<file path="src/rtl/multicycle_ctrl.sv">
// Multi-cycle control sequencer: steps each instruction through FETCH/DECODE/EXEC/MEM/WB and drives datapath, PC and IR enables.
// Latency: BEQ/J 3, SW/R/ADDI 4, LW 5 cycles with zero-wait memory; every memory wait cycle adds one.
// Backpressure: Mem_Req is held until Mem_Ready; MULTICYCLE_CTRL_MEM_TIMEOUT_EN bounds the wait to TIMEOUT cycles, then FAULT.
module multicycle_ctrl #(
    parameter int TIMEOUT = 16
) (
    input  logic       Clk,
    input  logic       Rst,
    input  logic [5:0] Opcode,
    input  logic       Zero,
    input  logic       Mem_Ready,
    output logic       Mem_Req,
    output logic       Pc_Write,
    output logic       Ir_Write,
    output logic       RegDest,
    output logic       Jump,
    output logic       Branch,
    output logic       Sig_Mem_Read,
    output logic       Sig_Mem_to_Reg,
    output logic       Sig_Mem_Write,
    output logic       ALUSrc,
    output logic       Sig_Reg_Write,
    output logic [2:0] ALUOp,
    output logic [2:0] State,
    output logic       Halted,
    output logic       Fault
);

    typedef enum logic [2:0] {
        S_FETCH  = 3'd0,
        S_DECODE = 3'd1,
        S_EXEC   = 3'd2,
        S_MEM    = 3'd3,
        S_WB     = 3'd4,
        S_HALT   = 3'd5,
        S_FAULT  = 3'd6
    } state_t;

    localparam logic [5:0] OP_R    = 6'b000000;
    localparam logic [5:0] OP_LW   = 6'b100011;
    localparam logic [5:0] OP_SW   = 6'b101011;
    localparam logic [5:0] OP_BEQ  = 6'b000100;
    localparam logic [5:0] OP_J    = 6'b000010;
    localparam logic [5:0] OP_ADDI = 6'b001000;
    localparam logic [5:0] OP_HALT = 6'b111111;

    typedef struct packed {
        logic       mem_req;
        logic       reg_dest;
        logic       jump;
        logic       branch;
        logic       mem_read;
        logic       mem_to_reg;
        logic       mem_write;
        logic       alu_src;
        logic       reg_write;
        logic       halted;
        logic       fault;
        logic [2:0] alu_op;
    } ctl_t;

    state_t     state;
    state_t     state_n;
    logic [5:0] op_q;
    ctl_t       ctl_q;
    logic       timeout_hit;

    // Moore controls for the state being entered, so they can be registered.
    function automatic ctl_t decode_ctl(input state_t st, input logic [5:0] op);
        ctl_t c;
        c = '0;
        case (st)
            S_FETCH: begin
                c.mem_req  = 1'b1;
                c.mem_read = 1'b1;
            end
            S_EXEC: begin
                case (op)
                    OP_R:    begin c.reg_dest = 1'b1; c.alu_op = 3'b010; end
                    OP_ADDI: c.alu_src = 1'b1;
                    OP_LW:   c.alu_src = 1'b1;
                    OP_SW:   c.alu_src = 1'b1;
                    OP_BEQ:  begin c.branch = 1'b1; c.alu_op = 3'b001; end
                    OP_J:    c.jump = 1'b1;
                    default: ;
                endcase
            end
            S_MEM: begin
                c.mem_req   = 1'b1;
                c.alu_src   = 1'b1;
                c.mem_read  = (op == OP_LW);
                c.mem_write = (op == OP_SW);
            end
            S_WB: begin
                c.reg_write = 1'b1;
                case (op)
                    OP_LW:   c.mem_to_reg = 1'b1;
                    OP_R:    begin c.reg_dest = 1'b1; c.alu_op = 3'b010; end
                    OP_ADDI: c.alu_src = 1'b1;
                    default: ;
                endcase
            end
            S_HALT:  c.halted = 1'b1;
            S_FAULT: c.fault  = 1'b1;
            default: ;
        endcase
        return c;
    endfunction

    always_comb begin
        state_n = state;
        case (state)
            S_FETCH: begin
                if (ctl_q.mem_req && Mem_Ready) state_n = S_DECODE;
                else if (timeout_hit)           state_n = S_FAULT;
            end
            S_DECODE: begin
                case (Opcode)
                    OP_HALT:                                    state_n = S_HALT;
                    OP_R, OP_LW, OP_SW, OP_BEQ, OP_J, OP_ADDI: state_n = S_EXEC;
                    default:                                    state_n = S_FAULT;
                endcase
            end
            S_EXEC: begin
                case (op_q)
                    OP_R, OP_ADDI: state_n = S_WB;
                    OP_LW, OP_SW:  state_n = S_MEM;
                    OP_BEQ, OP_J:  state_n = S_FETCH;
                    default:       state_n = S_FAULT;
                endcase
            end
            S_MEM: begin
                if (Mem_Ready)        state_n = (op_q == OP_LW) ? S_WB : S_FETCH;
                else if (timeout_hit) state_n = S_FAULT;
            end
            S_WB:    state_n = S_FETCH;
            default: state_n = state;
        endcase
    end

`ifdef MULTICYCLE_CTRL_MEM_TIMEOUT_EN
    localparam int CW = $clog2(TIMEOUT + 1);
    logic [CW-1:0] to_cnt;
    logic          waiting;

    assign waiting     = ctl_q.mem_req && !Mem_Ready;
    // Fires on the TIMEOUT-th consecutive unanswered request cycle; a Ready on that cycle still wins.
    assign timeout_hit = waiting && (to_cnt == CW'(TIMEOUT - 1));

    always_ff @(posedge Clk or posedge Rst) begin
        if (Rst)                   to_cnt <= '0;
        else if (state_n != state) to_cnt <= '0;
        else if (waiting)          to_cnt <= to_cnt + 1'b1;
    end
`else
    // Unbounded memory waits; the comparison only keeps TIMEOUT referenced.
    assign timeout_hit = (TIMEOUT < 0);
`endif

    always_ff @(posedge Clk or posedge Rst) begin
        if (Rst) begin
            state <= S_FETCH;
            op_q  <= '0;
            ctl_q <= '0;
        end else begin
            state <= state_n;
            if (state == S_DECODE) op_q <= Opcode;
            ctl_q <= decode_ctl(state_n, (state == S_DECODE) ? Opcode : op_q);
        end
    end

    // Write enables that depend on same-cycle Mem_Ready or Zero stay combinational.
    assign Ir_Write = !Rst && (state == S_FETCH) && ctl_q.mem_req && Mem_Ready;
    assign Pc_Write = Ir_Write ||
                      (!Rst && (state == S_EXEC) &&
                       ((op_q == OP_J) || ((op_q == OP_BEQ) && Zero)));

    assign Mem_Req        = ctl_q.mem_req;
    assign RegDest        = ctl_q.reg_dest;
    assign Jump           = ctl_q.jump;
    assign Branch         = ctl_q.branch;
    assign Sig_Mem_Read   = ctl_q.mem_read;
    assign Sig_Mem_to_Reg = ctl_q.mem_to_reg;
    assign Sig_Mem_Write  = ctl_q.mem_write;
    assign ALUSrc         = ctl_q.alu_src;
    assign Sig_Reg_Write  = ctl_q.reg_write;
    assign ALUOp          = ctl_q.alu_op;
    assign Halted         = ctl_q.halted;
    assign Fault          = ctl_q.fault;
    assign State          = state;

endmodule

</file>
<file path="config.mk">
export PLATFORM = sky130hd
export DESIGN_NAME = multicycle_ctrl
export DESIGN_NICKNAME = d
export VERILOG_FILES = /design/src/rtl/multicycle_ctrl.sv
export SDC_FILE = /design/constraint.sdc
export NUM_CORES = 1
export LEC_CHECK = 0
export CAP_MARGIN = 20
export CORE_MARGIN = 3
export CORE_UTILIZATION = 36
export CTS_CLUSTER_SIZE = 8
export DETAILED_ROUTE_END_ITERATION = 7
export GPL_ROUTABILITY_DRIVEN = 0
export MAX_ROUTING_LAYER = met4
export PLACE_DENSITY_LB_ADDON = 0.1
export REMOVE_ABC_BUFFERS = 1
export SLEW_MARGIN = 5
export SYNTH_ARGS = -nofsm -noshare
export SYNTH_HDL_FRONTEND = slang
export SYNTH_SLANG_ARGS = --single-unit
</file>
<file path="constraint.sdc">
create_clock -name Clk -period 2.7 [get_ports Clk]
set_clock_uncertainty 0.2 [all_clocks]
set_input_delay 0.675 -clock Clk [delete_from_list [all_inputs] [get_ports Clk]]
set_output_delay 0.675 -clock Clk [all_outputs]
set_load 0.02 [all_outputs]
</file>
==> run summary <==
The die covers 3910 µm². For the data arrival time of the worst path, the log shows 1.87 ns. After the last flow step, the layout net total stands at 170. The shortest clock period the worst path allows after layout was 2.74 ns. The tools report the number of CTS-inserted buffers as 3. The tools report the max-slew violation count as 0.

The run gives 0 as the quantity of hold-fixing buffers added after cts. Global routing used 15.8% of the available tracks across all layers. Kind of start point of the critical path: a flop. The tools report the smallest setup slack after layout as -0.0444 ns. The starting utilization of the core area is 39.7%, and the number of flops mapped to enable cells by yosys is 0. Counting the fill cells in the layout gives 285. The proportion of register bits with asynchronous set or reset after synthesis was 100%. The most used flip-flop cell after synthesis was dfrtp_1.

The share of total power dissipated in combinational logic is 6.4%. The timing-limited maximum frequency came out at 0.364 GHz. For the hold violation count in the final report, the log shows 0. Ranked by flip-flop count, first place goes to op_q. After synthesis the netlist holds a flip-flop and latch count of 22. The run gives 40.9% as the fraction of power consumed by the clock network. The critical path is of the reg -> out type. The number of placed instances, taps included, is 197. CTS saw 22 sinks. The root buffer cell chosen for the clock tree is clkbuf_4. The netlist uses 47 different library cells. At the pin with the least slew margin, the transition time is 0.533 ns. Summing all non-filler instances in the final layout gives an area of 1740 µm².

The number of levels the H-tree was split into was 1. The class of the worst hold path was reg -> reg. For the number of antenna violations at the first check in global routing, the log shows 0.

The average footprint of a synthesized cell works out to 11.0 µm². Counting instances, the worst hold path has a depth of 2. The run gives 105 as the post-synthesis cell count. VDD sags by at most 0.271 mV. The largest area contributor in the netlist is dfrtp_1. The logs give 201 for the non-filler instance count after layout and 0 for the DRC violations left. The number of vias per cell came out at 4.98.

The completed layout was analyzed and its total power is 0.625 mW. The floorplan step set the die width to 62.5 µm. The initialized floorplan defines 19 standard-cell rows. Post-CTS timing repair inserted 0 buffers for setup. In this run the remaining antenna-violating nets after routing total 0. The count of buffers added on input and output ports is 27. The number of cells on the worst reg-to-reg path is 6. The number of flip-flops under the largest register name was 6; the largest fanout on the critical path was 2.

The number of synthesis warnings is 0, and the mean routed wirelength per cell is 13.8 µm. The multi-input combinational cells in the finished layout cover a total of 589 µm². The number of global-route vias before repair was 984; the clock-pin slew of the registers on the worst-case setup and hold paths was 0.13 ns. In the final layout, flip-flops and latches occupy 551 µm².

Summed over all nets, the half-perimeter wirelength after detailed placement is 2150 µm. TritonCTS built the clock tree. Pre-CTS setup slack: -0.633 ns. The proportion of power drawn by flip-flops and latches is 52.7%. In this run the count of I/O pins placed on the die edge is 29.

The area overhead of the layout relative to synthesis works out to 51.1%. The worst endpoint required time is 1.82 ns. The static power due to leakage is 0.769 nW.

The later pin in the worst-skew pair is clocked with a latency of 0.31 ns. Max-cap violations in this run came to 0. The tightest hold path in the finished design has a slack of 0.405 ns. Setup repair after global routing could not meet its margin everywhere. Placed instance area: 1650 µm². Summed over its instances, the top area cell type makes up 47.8% of the synthesized netlist area. The tools report the worst-case clock buffer depth as 2. Sequential elements use 47.8% of the synthesized area. For this run the aggregate overflow at the end of global routing stands at 0. In this run the tightest slew margin relative to its limit is 64.3%. Dividing the final minimum period by the clock period gives 102%. The run gives 37 as the number of DRC violations after detailed-routing iteration 0.

The internal power of the cells totals 0.501 mW. After synthesis, the cell types taking the most area are dfrtp_1 48%, mux2_4 2.6%, nor4b_2 2.6%. Element type at the critical path end: an output pin.

The final wirelength is 2780 µm, and the synthesized cell area is 1150 µm². The number of search-and-repair iterations in the first detailed-routing pass was 4; the net switching share of the total power was 19.8%. For this run, the share of the core covered by cells in the final layout is 60.0%.

Entering global routing, the biggest net connects 23 pins. The first global-routing pass estimated 4770 µm of wire. The most frequent cell after synthesis is dfrtp_1. Summed over all failing endpoints, the final setup total negative slack is -0.0444 ns.

The number of antenna diodes in the final layout is 0. Detailed routing inserted a total of 1000 vias. The fraction of final layout cells sized beyond drive strength 1 works out to 32.1%. Dividing total power by cell area gives a power density of 359 nW/µm². The checks that failed: setup timing. For the floorplan core area, the log shows 2900 µm². The height of the die was 62.5 µm. After synthesis, the most frequently instantiated cells are 22 x dfrtp_1, 6 x nor2_1, 5 x nand2_1, 5 x nor3_1.

The run finished, with violations left. The switching power was 0.124 mW. The final setup violation count was 1.
## repair_timing
action,CTS,global route
endpoints found under the setup margin,2,6
pin swaps,1,8
gates resized for setup,6,11
cloned,0,0
## power by group through the flow
stage               Sequential (mW)  Clock (mW)  Combinational (mW)
global route                  0.330       0.275              0.0441
floorplan                     0.336           0              0.0103
CTS                           0.329       0.263              0.0397
finish                        0.329       0.255              0.0400
detailed placement            0.336           0              0.0395
global placement              0.336           0              0.0386
## layout make-up
class,count,share of cell area (%)
tap,42,3.02
sequential,22,31.7
clock buffer,3,1.29
timing repair buffer,54,27.3
inverter,5,1.08
multi-input combinational,74,33.9
clock inverter,1,1.73
## final timing paths
path                       slack, ns             end  startpoint
setup reg to reg                0.25          Branch    State[2]
min in group asynchronous       0.57         Mem_Req         Rst
hold reg to reg                 0.41  Sig_Mem_to_Reg     op_q[4]
max in group asynchronous       1.51        State[2]         Rst
setup / recovery               -0.04        Pc_Write     op_q[3]
hold / removal                  0.41  Sig_Mem_to_Reg     op_q[4]
## metal layers
| layer | track usage, % | routed length [µm] | vias to the layer above |
|---|---|---|---|
| li1 | - | - | 491 |
| met1 | 20.4 | 1250 | 481 |
| met2 | 26.2 | 1400 | 24 |
| met3 | 2.16 | 101 | 4 |
| met4 | 4.13 | 27 | 0 |
| met5 | - | 0 | - |
## layout by cell type (no fill, tap or decap), drive strengths merged, types with 3 or more instances in the layout
cell type      netlist  layout
dfrtp               22      22
nor2                 6       6
nand2                6       6
clkdlybuf4s50        0      24
nand2b               4       4
a21oi                4       4
or4                  3       3
or2                  3       3
mux2i                3       3
inv                  5       5
nor3                 5       5
nor2b                3       3
mux2                 4       4
buf                  3      28
nor4                 3       3
nand3                3       3
clkbuf               1       4
## critical path, stage by stage, from the launching register on
cell and delay [ns]:
dfrtp_1 0.40, or3_4 0.39, or4_4 0.49, a21oi_2 0.16, buf_6 0.13
## cells by family after synthesis
kind of cell,count (synthesis),synth area share [%]
xor gates and xnor gates,2,2.17
DFF,22,47.8
other,1,0.326
and+or+nand+nor,47,26.2
adders and majority gates,2,1.85
muxes,7,7.50
buffers and inverters,9,4.02
AOI/OAI and AO/OA,15,10.1
No activity file was read; power rests on OpenSTA's default activity.
